[config.mk]
export PLATFORM = sky130hd
export DESIGN_NAME = imem_boot_loader
export DESIGN_NICKNAME = d
export VERILOG_FILES = /design/src/rtl/imem_boot_loader.sv
export SDC_FILE = /design/constraint.sdc
export NUM_CORES = 1
export LEC_CHECK = 0
export CORE_MARGIN = 8
export CORE_UTILIZATION = 45
export DETAILED_ROUTE_END_ITERATION = 16
export PLACE_DENSITY_LB_ADDON = 0.3
export SLEW_MARGIN = 5
export SYNTH_ARGS = -nofsm -noshare
export SYNTH_HDL_FRONTEND = slang
export SYNTH_SLANG_ARGS = --single-unit
[constraint.sdc]
create_clock -name clk -period 6.3 [get_ports clk]
set_clock_uncertainty 0.15 [all_clocks]
set_input_delay 1.89 -clock clk [delete_from_list [all_inputs] [get_ports clk]]
set_output_delay 1.89 -clock clk [all_outputs]
set_load 0.05 [all_outputs]
[src/rtl/imem_boot_loader.sv]
// imem_boot_loader
//
// Power-up loader for the instruction memory. It takes a program from a byte
// stream and holds the CPU stalled until the whole program is in memory.
//
// Stream format:
//   - The first accepted byte is a length header L, counted in 32-bit words.
//   - The next 4*L bytes are the program, sent MSB first within each word.
//
// Once all L words are written, the CPU is released. From then on the CPU's
// fetch PC owns the memory address port.
//
// Ports:
//   clk          system clock; all state updates on the rising edge
//   rst          synchronous, active-low reset
//   rx_valid     byte source has a valid byte on rx_data
//   rx_data      byte from the source
//   rx_ready     loader accepts a byte this cycle (transfer = rx_valid && rx_ready)
//   cpu_pc       CPU fetch byte address, passed through once loading is done
//   mem_addr     byte address to the instruction memory
//   mem_wdata    write data to the instruction memory
//   mem_we       single-cycle write strobe
//   cpu_run      1 = CPU may advance, 0 = CPU stalled
//   load_done    program fully written
//   load_err     length header was larger than the memory
//   words_loaded number of words written so far

module imem_boot_loader #(
  parameter int DEPTH = 32,
  parameter int CNT_W = 6
) (
  input  logic             clk,
  input  logic             rst,
  input  logic             rx_valid,
  input  logic [7:0]       rx_data,
  output logic             rx_ready,
  input  logic [31:0]      cpu_pc,
  output logic [31:0]      mem_addr,
  output logic [31:0]      mem_wdata,
  output logic             mem_we,
  output logic             cpu_run,
  output logic             load_done,
  output logic             load_err,
  output logic [CNT_W-1:0] words_loaded
);

  typedef enum logic [2:0] {
    S_LEN,
    S_BYTE,
    S_WRITE,
    S_DONE,
    S_ERR
  } state_t;

  localparam logic [31:0] DEPTH_U = 32'(DEPTH);

  state_t           state;
  state_t           state_next;
  logic [1:0]       byte_idx;
  logic [31:0]      word;
  logic [CNT_W-1:0] len;
  logic [CNT_W-1:0] words_inc;
  logic [31:0]      hdr_len;
  logic [31:0]      load_addr;
  logic             accept;

  // Widen the header byte once so the range check against DEPTH is
  // unsigned and width-matched for any DEPTH.
  assign hdr_len = {24'd0, rx_data};

  assign accept    = rx_valid && rx_ready;
  assign words_inc = words_loaded + CNT_W'(1);

  // The next free word slot, expressed as a byte address.
  assign load_addr = {{(30 - CNT_W){1'b0}}, words_loaded, 2'b00};

  // ---------------------------------------------------------------------------
  // State register
  // ---------------------------------------------------------------------------
  always_ff @(posedge clk) begin
    if (!rst) begin
      state <= S_LEN;
    end else begin
      state <= state_next;
    end
  end

  // ---------------------------------------------------------------------------
  // Next-state logic
  //
  // The WRITE state always lasts exactly one cycle. It exits on the count
  // that words_loaded is about to take, so the last write goes straight to
  // DONE without an extra cycle.
  // ---------------------------------------------------------------------------
  always_comb begin
    state_next = state;
    case (state)
      S_LEN: begin
        if (accept) begin
          if (rx_data == 8'd0) begin
            state_next = S_DONE;
          end else if (hdr_len > DEPTH_U) begin
            state_next = S_ERR;
          end else begin
            state_next = S_BYTE;
          end
        end
      end
      S_BYTE: begin
        if (accept && byte_idx == 2'd3) begin
          state_next = S_WRITE;
        end
      end
      S_WRITE: begin
        if (words_inc == len) begin
          state_next = S_DONE;
        end else begin
          state_next = S_BYTE;
        end
      end
      S_DONE:  state_next = S_DONE;
      S_ERR:   state_next = S_ERR;
      default: state_next = S_LEN;
    endcase
  end

  // ---------------------------------------------------------------------------
  // Output logic
  //
  // rx_ready and the write strobe are gated by rst. This has two effects:
  //   - no byte is taken during a reset cycle;
  //   - a reset that lands on a WRITE cycle aborts that write.
  // ---------------------------------------------------------------------------
  always_comb begin
    rx_ready  = 1'b0;
    mem_we    = 1'b0;
    mem_wdata = 32'd0;
    mem_addr  = load_addr;
    cpu_run   = 1'b0;
    load_done = 1'b0;
    load_err  = 1'b0;
    case (state)
      S_LEN, S_BYTE: begin
        rx_ready = rst;
      end
      S_WRITE: begin
        mem_we    = rst;
        mem_wdata = rst ? word : 32'd0;
      end
      S_DONE: begin
        cpu_run   = 1'b1;
        load_done = 1'b1;
        mem_addr  = cpu_pc;
      end
      S_ERR: begin
        load_err = 1'b1;
        mem_addr = 32'd0;
      end
      default: begin
        mem_addr = load_addr;
      end
    endcase
  end

  // ---------------------------------------------------------------------------
  // Datapath: length register, byte assembly and word counter
  //
  // Bytes are shifted in from the bottom, so after four bytes the first one
  // sits in [31:24]. The counter only moves while below the stored length,
  // which keeps it saturated at L.
  // ---------------------------------------------------------------------------
  always_ff @(posedge clk) begin
    if (!rst) begin
      byte_idx     <= 2'd0;
      word         <= 32'd0;
      len          <= '0;
      words_loaded <= '0;
    end else begin
      case (state)
        S_LEN: begin
          if (accept && hdr_len <= DEPTH_U) begin
            len <= hdr_len[CNT_W-1:0];
          end
        end
        S_BYTE: begin
          if (accept) begin
            word     <= {word[23:0], rx_data};
            byte_idx <= byte_idx + 2'd1;
          end
        end
        S_WRITE: begin
          byte_idx <= 2'd0;
          if (words_loaded != len) begin
            words_loaded <= words_inc;
          end
        end
        default: begin
          byte_idx <= byte_idx;
        end
      endcase
    end
  end

endmodule

==> results of run 1 <==
worst register-to-register path: stages, from the launching register on:
cell and delay (ps):
dfxtp_1 400, nand2b_1 220, nor2_2 170, and3_1 970, nand2_1 220, a21boi_0 190
cells by family (layout without fill, tap and decap cells):
kind of cell / count (synthesis) / count (layout) / synth area share [%]
and+or+nand+nor: 176 / 176 / 34.4
AOI/OAI and AO/OA: 53 / 53 / 15.5
DFF: 49 / 49 / 37.1
buffers and inverters: 29 / 131 / 4.55
xor gates and xnor gates: 11 / 11 / 3.65
muxes: 10 / 10 / 3.79
adders and majority gates: 2 / 2 / 0.947
cell type report:
cell class | instances | area [sq um]
Fill cell | 477 | 1840
Multi-Input combinational cell | 252 | 1550
Timing Repair Buffer | 122 | 1200
Sequential cell | 49 | 981
Tap cell | 75 | 93.8
Clock buffer | 5 | 68.8
Clock inverter | 2 | 38.8
Inverter | 2 | 7.51
worst max path at each step:
stage,to,depth (start not counted)
4_1_cts,mem_wdata[16],3
3_5_place_dp,mem_wdata[16],3
6_report,mem_wdata[13],3
2_1_floorplan,mem_wdata[0],3
3_3_place_gp,mem_wdata[15],3
5_1_grt,mem_wdata[7],3
stage by stage:
stage	std cells	instance area [sq um]	power (W)	setup slack [ps]
finish	507	3940	0.000600	718
detailed placement	500	3830	0.000386	753
global route	507	3940	0.000620	669
floorplan	330	2640	0.000350	1410
global placement	500	3830	0.000385	769
CTS	507	3940	0.000605	753
flip-flops by register name, indices dropped and copies added, names as in the netlist:
name          count
word             32
len               6
words_loaded      6
state             3
byte_idx          2
layout by cell type (no fill, tap or decap), types with 2 or more instances in the layout:
master / instances
clkdlybuf4s50_1: 115
nand2_1: 72
dfxtp_1: 49
and3_1: 36
and2_1: 28
a21boi_0: 28
mux2i_1: 10
nor2b_1: 9
a22o_1: 6
nand2b_1: 6
xor2_1: 6
buf_4: 6
nor2_1: 5
nand3_1: 5
a21oi_1: 5
xnor2_1: 5
clkbuf_8: 5
a21boi_1: 4
nor3_1: 3
nand4_1: 3
nor3_2: 2
nor4_1: 2
o2111a_1: 2
o21ai_0: 2
ha_1: 2
power by group:
part,switching [W],internal (W),total [W]
combinational,0.0000291,0.0000353,0.0000644
sequential,0.00000345,0.000312,0.000315
clock,0.000103,0.000118,0.000221
routing by layer:
layer,up-vias,GRT usage (%),routed length (microns)
met5,-,0,0
met4,0,4.03,76
met3,7,4.29,556
met2,88,32.0,3990
met1,1179,21.2,3630
li1,1316,-,-
==> flow_metrics.tcl, run 1 <==
set metrics [dict create \
    crit_chain "buf_2 -> and3_1 -> clkdlybuf4s50_1" \
    async_reset_ff_share_pct 0 \
    first_global_vias 2445 \
    synth_cell_types 37 \
    setup_tns_ps 0 \
    num_io_pins 118 \
    synthesis.area_sq_mm 0.00264 \
    synthTopCellsByCount "nand2_1 (72), dfxtp_1 (49), and3_1 (36)" \
    reg2regPathDepth 5 \
    clk_pin_slew_ps 90 \
    p_leak_nw 1.55 \
    die_x_microns 92.6 \
    area_growth_pct 49.2 \
    start_util_pct 45.7 \
    hold_viol 0 \
    worstSkewPairLatency_ps 300 \
    slew_viol_final 0 \
    overflow 0 \
    synth_top_area_cell "dfxtp_1" \
    die_area_sq_mm 0.00858 \
    postCtsSetupBuffers 0 \
    grt_pass1_wl_microns 12500 \
    yosysSeqAreaShare_pct 37.1 \
    syn_avg_cell_area_sq_um 8.00 \
    cp.required_ps 4260 \
    ys_top_cells_by_area "dfxtp_1 (37%), nand2_1 (10%), and3_1 (8.5%)" \
    r2r_end "word[18]" \
    cts_root_buf "clkbuf_8" \
    post_drt_wl_per_cell_microns 16.3 \
    rsz0062_at_grt "no" \
    cp_slowest_cell "clkdlybuf4s50_1" \
    die_height_microns 92.6 \
    synth_top_area_share_pct 37.1 \
    fmax_mhz 179 \
    crit_family "buffers and inverters" \
    synth_nets 375 \
    postCtsHoldBufs 0 \
    slowest_delay_ps 810 \
    htree_levels 2 \
    cts.repair.resized 0 \
    dp_hpwl_microns 6430 \
    whs_endpoint "word[30]" \
    clock-sinks 49 \
    cts_tree "built" \
    cp_max_fo 52 \
    path_class "in -> out" \
    n_antenna_cell 0 \
    core_area_sq_mm 0.00578 \
    drt-initial-drc-count 123 \
    final_nets 477 \
    status "finished clean" \
    setup_viol 0 \
    yosys_warnings 0 \
    r2r_start "state[2]" \
    endpoint_kind "output pin" \
    synth_edf_count 0 \
    max_slew_margin_pct 17.6 \
    syn_inst 330 \
    route.detailed.drc 0 \
    drive_gt1_share_pct 4.63 \
    crit_buf_inv 2 \
    min_path_type "reg -> reg" \
    max-vdd-ir-drop_mv 0.170 \
    finalCritPeriodShare_pct 88.6 \
    fin_crit_ps 5580 \
    min_from "word[30]" \
    vias 2590 \
    rows 28 \
    numCtsBuffers 5 \
    p_per_area_mw_per_mm2 152 \
    ys.flop_type "dfxtp_1" \
    grt.total_usage_pct 18.0 \
    hold_ws_ps 305 \
    tightest_slew_ps 1230 \
    finish.utilization_pct 68.2 \
    crit_path_start "rst" \
    finalWirelength_microns 8260 \
    port-buffer-count 117 \
    hold_path_depth 2 \
    regToRegSetupSlack_ps 3910 \
    start_kind "input port" \
    synth-seq-cells 49 \
    grt_antenna_before_repair 0 \
    via_per_inst 5.11 \
    place.gp.congestion 0.839 \
    yosysMostFrequentCell "nand2_1" \
    grt_max_degree 53 \
    worstPathArrival_ps 3540 \
    ant_nets 0 \
    dr.pass1.iters 4 \
    drv_cap 0 \
    clk_path_buf_depth 2 \
]
No activity file was read; power rests on OpenSTA's default activity.
==> run 2: changes to the inputs <==
--- a/config.mk
+++ b/config.mk
@@ -5,6 +5,7 @@
 export SDC_FILE = /design/constraint.sdc
 export NUM_CORES = 1
 export LEC_CHECK = 0
+export ABC_CLOCK_PERIOD_IN_PS = 6300
 export CORE_MARGIN = 8
 export CORE_UTILIZATION = 45
 export DETAILED_ROUTE_END_ITERATION = 16
@@ -13,3 +14,4 @@
 export SYNTH_ARGS = -nofsm -noshare
 export SYNTH_HDL_FRONTEND = slang
 export SYNTH_SLANG_ARGS = --single-unit
+export TNS_END_PERCENT = 50
==> results of run 2 <==
No change in the layout: final DEF, timing and power equal those of run 1.
==> run 3: changes to the inputs <==
--- a/config.mk
+++ b/config.mk
@@ -6,7 +6,6 @@
 export NUM_CORES = 1
 export LEC_CHECK = 0
 export ABC_CLOCK_PERIOD_IN_PS = 6300
-export CORE_MARGIN = 8
 export CORE_UTILIZATION = 45
 export DETAILED_ROUTE_END_ITERATION = 16
 export PLACE_DENSITY_LB_ADDON = 0.3
==> run 3 against run 2 <==
Wire length is 14% lower; utilization is 2.2 points higher; critical path depth up 1; clock power shrank 18%; sequential cell count did not move; clock-buffer cell count unchanged; total power decreased by 6.3%; largest power group unchanged; highest routed layer unchanged.
==> flow_metrics.tcl, run 3 (synthesized netlist as in run 1, its figures left out) <==
set metrics [dict create \
    cts.repair.resized 0 \
    p_leak_nw 1.54 \
    post_drt_wl_per_cell_microns 14.0 \
    setup_viol 0 \
    drt-initial-drc-count 126 \
    clk_path_buf_depth 2 \
    num_io_pins 118 \
    rows 27 \
    finalWirelength_microns 7060 \
    drv_cap 0 \
    regMostFlops "word" \
    clock-sinks 49 \
    via_per_inst 5.19 \
    grt.busiest_layer "met2" \
    p_switching_w 0.000138 \
    start_kind "input port" \
    largestRegisters "word x32, len x6, words_loaded x6" \
    worstPathArrival_ps 3590 \
    grt_max_degree 39 \
    die_x_microns 78.6 \
    die_height_microns 78.6 \
    regToRegSetupSlack_ps 3940 \
    max-vdd-ir-drop_mv 0.115 \
    pwr-share-clk_pct 32.4 \
    p_per_area_mw_per_mm2 143 \
    grt_antenna_before_repair 0 \
    multi_input_area_sq_mm 0.00155 \
    intPower_w 0.000424 \
    num-fill-cells 453 \
    postCtsHoldBufs 0 \
    min_path_type "reg -> reg" \
    rsz0062_at_grt "no" \
    dp_hpwl_microns 5190 \
    setup_ws_ps 667 \
    htree_levels 2 \
    slew_viol_final 0 \
    tightest_slew_ps 1210 \
    vias 2620 \
    numCtsBuffers 5 \
    seq_power_share_pct 56.0 \
    cts_root_buf "clkbuf_8" \
    clk_pin_slew_ps 90 \
    postCtsSetupBuffers 0 \
    final-seq-area_sq_um 981 \
    fmax_mhz 178 \
    path_class "in -> out" \
    start_util_pct 47.4 \
    area_growth_pct 48.6 \
    fin_crit_ps 5630 \
    hold_viol 0 \
    grt_use_met3_pct 4.42 \
    most-common-layout-cells "clkdlybuf4s50_1 (116), nand2_1 (72), dfxtp_1 (49)" \
    cp_max_fo 38 \
    grt_pass1_wl_microns 11200 \
    largest_reg_flops 32 \
    final_common_cell "clkdlybuf4s50_1" \
    endpoint_kind "output pin" \
    grtUsageMet2_pct 39.0 \
    comb_power_share_pct 11.5 \
    cp.required_ps 4260 \
    grt.total_usage_pct 22.5 \
    n_antenna_cell 0 \
    core_area_sq_mm 0.00557 \
    pre_cts_slack_ps 666 \
    route.detailed.drc 0 \
    die_area_sq_mm 0.00618 \
    cts_tree "built" \
    grt_util_met1_pct 27.6 \
    dr.pass1.iters 4 \
    first_global_vias 2344 \
    final_nets 478 \
    drive_gt1_share_pct 4.62 \
    finalCritPeriodShare_pct 89.4 \
    worstSkewPairLatency_ps 300 \
    ant_nets 0 \
    status "finished clean" \
    swShare_pct 24.6 \
    max_slew_margin_pct 19.1 \
    port-buffer-count 117 \
    setup_tns_ps 0 \
    place.gp.congestion 0.820 \
    overflow 0 \
]
[run 3: changes by cell type in the layout (fill, tap and decap cells not counted)]
cell / delta
clkdlybuf4s50_1: +1
inv_6: -1
clkinv_4: +1
clkinvlp_4: +1
bufinv_16: -1
[run 3: path summary, 6_finish.rpt]
check / from / end / depth (start not counted)
worst max-delay path: rst / mem_wdata[15] / 4
worst max register to register: state[2] / word[10] / 5
worst min-delay path: word[30] / word[30] / 2
worst min register to register: word[30] / word[30] / 2
[run 3: area by class of cell]
| cell class | count | area share (%) |
|---|---|---|
| multi-input cells | 252 | 39.5 |
| repair buffers | 123 | 30.9 |
| flip-flops and latches | 49 | 25.0 |
| well taps | 72 | 2.30 |
| clock buffers | 5 | 1.75 |
| clock inverters | 2 | 0.414 |
| inverters | 2 | 0.191 |
[run 3: metrics by stage]
step,total power [W],cell area [sq um],std cells,utilization [%],hold WS [ps]
after detailed placement,0.000387,3840,498,68.9,294
after floorplan,0.000350,2640,330,-,281
after CTS,0.000565,3930,505,70.4,307
after global routing,0.000582,3930,505,70.4,326
after global placement,0.000385,3840,498,68.9,289
final,0.000562,3930,505,70.4,305
[run 3: worst max-delay path, cell delays in order]
cell             delay [ps]
buf_2                   430
buf_4                   280
and3_1                  180
clkdlybuf4s50_1         800
[run 3: power groups by stage]
stage                     Clock, W  Sequential [W]  Combinational, W
after CTS                 0.000185        0.000315         0.0000647
after floorplan                  0        0.000320         0.0000299
after detailed placement         0        0.000322         0.0000642
after global routing      0.000196        0.000316         0.0000695
final                     0.000182        0.000315         0.0000648
after global placement           0        0.000322         0.0000631
[run 3: metal layers]
metal / part of all wire (%) / vias to the layer above
met5: 0 / -
met4: 1.4 / 0
met3: 6.0 / 13
met2: 48 / 85
met1: 44 / 1201
li1: - / 1321
